$ cat config.mk
export PLATFORM = sky130hd
export DESIGN_NAME = guess_compare
export DESIGN_NICKNAME = d
export VERILOG_FILES = /design/src/rtl/answer_pkg.sv /design/src/rtl/answer_checker_guess_compare.sv
export SDC_FILE = /design/constraint.sdc
export NUM_CORES = 1
export LEC_CHECK = 0
export CAP_MARGIN = 20
export CORE_AREA = 2 2 39 41
export DETAILED_ROUTE_END_ITERATION = 10
export DIE_AREA = 0 0 41 43
export PLACE_DENSITY_LB_ADDON = 0.15
export SLEW_MARGIN = 20
export SYNTH_ARGS = -nofsm -noshare
export SYNTH_HDL_FRONTEND = slang
export SYNTH_SLANG_ARGS = --single-unit
$ cat constraint.sdc
create_clock -name vclk -period 3.5
set_input_delay 0.875 -clock vclk [all_inputs]
set_output_delay 0.875 -clock vclk [all_outputs]
set_load 0.01 [all_outputs]
$ cat src/rtl/answer_pkg.sv
// Shared encodings for the answer checker.
//   state_e  : round state reported on state_o (IDLE/PLAY/WIN/LOSE)
//   result_e : per-guess verdict (NONE/HIGH/LOW/CORRECT)
//   ANS_W_DEF: default width of the answer and guess fields
package answer_pkg;

    localparam int ANS_W_DEF = 4;

    typedef enum logic [1:0] {
        ST_IDLE = 2'd0,
        ST_PLAY = 2'd1,
        ST_WIN  = 2'd2,
        ST_LOSE = 2'd3
    } state_e;

    typedef enum logic [1:0] {
        RES_NONE    = 2'd0,
        RES_HIGH    = 2'd1,
        RES_LOW     = 2'd2,
        RES_CORRECT = 2'd3
    } result_e;

endpackage

$ cat src/rtl/answer_checker_guess_compare.sv
// Combinational unsigned compare of a guess against the secret answer.
//   guess, answer : ANS_W-bit unsigned operands
//   verdict       : HIGH (guess > answer), LOW (guess < answer), CORRECT
module guess_compare
    import answer_pkg::*;
#(
    parameter int ANS_W = ANS_W_DEF
) (
    input  logic [ANS_W-1:0] guess,
    input  logic [ANS_W-1:0] answer,
    output result_e          verdict
);

    always_comb begin
        verdict = RES_CORRECT;
        if (guess > answer)
            verdict = RES_HIGH;
        else if (guess < answer)
            verdict = RES_LOW;
    end

endmodule

== Word-level counts from Yosys, hierarchy flattened ==
Index checks and enable logic that the tools add are counted.
Storage, ports and cells
  bits in registers: 0
  input bits: 8
  output and inout bits: 2
  logic and storage cells: 4
Cells by class
  order comparisons: 2
  mux-type cells: 2
Operators with widths (count)
  $gt A4 B4 Y1: 1
  $lt A4 B4 Y1: 1
  $mux W2: 1
  $mux W1: 1

== Logic depth before layout (Yosys ltp) ==
Gate-level depths: netlist of run 1.
  word-level depth: 3
  mapped depth: 5

== Worst setup path before layout of run 1 ==
No wires, ideal clock.
  path type: input port to output port
  start: in answer[3]
  end: out verdict[1]
  data arrival time: 1.609 ns
  slack: 1.016 ns
  stages: 4
  cells stage by stage: inv_1 ha_1 and2_4 a32o_1
Between the ends
  longest elaborated chain between the ends: 2
Ends and longest elaborated chain
  start, declared: line answer_checker_guess_compare.sv:10  | input logic [ANS_W-1:0] answer,
  $gt A4 B4 Y1: line answer_checker_guess_compare.sv:16  | if (guess > answer)
  $mux W2: line answer_checker_guess_compare.sv:16
  end, declared: line answer_checker_guess_compare.sv:11  | output result_e verdict
Every way passes these cells.

== Final worst setup path of run 1 ==
  start: in answer[1]
  end: out verdict[0]
Between the ends
  longest elaborated chain between the ends: 3
  elaborated cells between the ends (all ways): 4
Ends and longest elaborated chain
  $lt A4 B4 Y1: line answer_checker_guess_compare.sv:18  | else if (guess < answer)
  $mux W1: line answer_checker_guess_compare.sv:18
  $mux W2 *: line answer_checker_guess_compare.sv:16
Mark *: on every way between the ends. The rest lies on a longest branch, timed or not.

==> flow_metrics.py, run 1 <==
metrics = {
    "pwr": {
        "p_per_area_nw_per_um2": 132.1,
        "combPwrFrac": 1.000,
        "p_seq_frac": 0,
        "p_switching_uw": 10.72,
        "ir_worst_vdd_uv": 45.66,
        "p_sw_frac": 0.3414,
        "internal_power_uw": 20.68,
        "p_leak_nw": 0.1211,
        "clock_power_share": 0,
    },
    "clock_network": {
        "cts_setup_buffers": 0,
        "cts-hold-fix-buffers": 0,
        "cts_resized": 0,
    },
    "critical_path": {
        "cp_max_fo": 2,
        "cpMaxStageDelayCell": "clkdlybuf4s50_1",
        "cp.required_ps": 2620,
        "cpPeakStageDelay_ps": 470,
        "path_cells": "clkdlybuf4s50_1 -> inv_1 -> ha_1 -> nor2b_4 -> o21ai_2 -> nand2_1 -> clkdlybuf4s50_1",
        "worstSetupPathType": "input port to output pin",
        "critical_path.most_common_cell": "clkdlybuf4s50_1",
        "start_kind": "input port",
        "cp-end-kind": "output pin",
        "crit_arrival_ps": 2450,
    },
    "layout": {
        "multi_input_area_um2": 100.1,
        "fin_nets": 38,
        "flops_and_latches": 0,
        "area_growth_pct": 106.5,
        "n_fill_cell": 160,
        "clock_buffers": 0,
        "drive_gt1_frac": 0.1250,
        "antenna_cells": 0,
        "design_area_um2": 237.7,
        "layout.area.seq_um2": 0,
    },
    "sta": {
        "setup_viol": 0,
        "layout_setup_ws_ps": 175.7,
        "hold_viol_final": 0,
        "worstMarginPinSlew_ps": 169.1,
        "rsz0062_at_grt": "false",
        "period_minus_slack_ps": 3324,
        "max_clock_freq_mhz": 300.8,
        "setup_tns_ps": 0,
        "slew_viol_final": 0,
        "finalCritPeriodShare": 0.9498,
        "relSlewSlack": 0.8873,
    },
    "placed_design": {
        "hpwl_um": 264.4,
        "port_buffers": 10,
        "dpl_worst_slack_ps": 40.51,
        "routabilityCongestion": 0.4964,
        "place_area_um2": 235.2,
    },
    "synthesis": {
        "ys_types": 8,
        "synth_cells": 14,
        "yosysTopAreaCell": "ha_1",
        "yosys_warnings": 0,
        "synth_fp_nets": 26,
        "synth.cell_area_um2": 115.1,
        "yosysSeqAreaShare": 0,
        "netlist.area_leader.share": 0.4348,
        "ys_top_cells_by_area": "ha_1, inv_1, nor2b_4",
        "syn_avg_cell_area_um2": 8.222,
    },
    "detailed_routing": {
        "drtPass1Iterations": 1,
        "detail-route-antenna-nets": 0,
        "routed_via_density": 3.225,
        "route.detailed.drc": 0,
        "num_vias": 129,
        "drt_iter0_drc": 0,
        "wl_per_cell_um": 7.075,
        "wl_um": 283,
    },
    "grt": {
        "grt_max_degree": 3,
        "antenna_found_initial": 0,
        "grt_usage": 0.03197,
        "grt-ovfl-total": 0,
        "grt_pass1_vias": 112,
        "grt_pass1_wl_um": 420,
    },
    "floorplan": {
        "start_util": 0.08318,
        "die_height_um": 43,
        "die_x_um": 41,
        "ios": 10,
        "rows": 14,
        "die_area_um2": 1763,
        "core_area_um2": 1384,
    },
    "hold_path": {
        "hold_class": "input port to output pin",
    },
    "job": {
        "max-cap-violations": 0,
    },
    "run_status": {
        "status": "finished, final reports clean",
    },
}
-- final cells by class --
| cell class | instances | share of cell area |
|---|---|---|
| inverters | 4 | 0.06316 |
| multi-input cells | 10 | 0.4211 |
| well taps | 16 | 0.08421 |
| repair buffers | 10 | 0.4316 |
-- cell families after synthesis --
logic type,count (synthesis),synth area share
fa+ha+maj,4,0.4348
simple gates,3,0.2282
buf+inv,4,0.1304
compound gates,3,0.2065
-- metal layers --
layer	global-route usage	vias to the layer above	part of all wire
li1	-	67	-
met1	0.04747	52	0.46
met2	0.04375	10	0.32
met3	0.01571	0	0.21
met4	0	0	0
met5	0	-	0
-- path summary, 6_finish.rpt --
path,slack (ps),end,depth (start not counted),startpoint
worst max-delay path,180,verdict[0],7,answer[1]
worst min-delay path,2630,verdict[1],4,answer[0]
-- synthesized netlist by cell type, drive strengths merged --
| cell | instances |
|---|---|
| ha | 4 |
| nand2 | 1 |
| o21ai | 1 |
| nor2b | 1 |
| and2 | 1 |
| inv | 4 |
| a32o | 1 |
| a21oi | 1 |
-- critical path, delay by kind of cell --
kind,cells,cell delay (ps)
adder cells (fa/ha/maj),1,290
buffers and inverters,3,960
AO/OA/AOI/OAI,1,120
AND/OR/NAND/NOR,2,200
-- power groups by stage --
stage	clock, mW	sequential, mW	combinational (mW)
after floorplan	0	0	0.0150
after global placement	0	0	0.0317
after detailed placement	0	0	0.0323
after CTS	0	0	0.0327
after global routing	0	0	0.0352
final	0	0	0.0314
-- cell usage in the layout (no fill, tap or decap) --
cell,instances
o21ai_2,1
clkdlybuf4s50_1,9
dlymetal6s2s_1,1
a21oi_1,1
nor2b_4,1
and2_4,1
nand2_1,1
ha_1,4
a32o_1,1
inv_1,4
-- stage by stage --
step / cells / power, mW / hold slack [ps] / utilization
final: 40 / 0.03140 / 2632 / 0.1718
after CTS: 40 / 0.03269 / 2999 / 0.1700
after detailed placement: 40 / 0.03228 / 2984 / 0.1700
after global routing: 40 / 0.03517 / 2680 / 0.1718
after global placement: 40 / 0.03166 / 2978 / 0.1700
after floorplan: 14 / 0.01500 / 2009 / -
(Power assumes the default switching activity.)
==> run 2, diff against run 1 <==
GPL_TIMING_DRIVEN = 0   (was default)
==> results of run 2 <==
The final DEF is identical to that of run 1; final timing and power are the same.
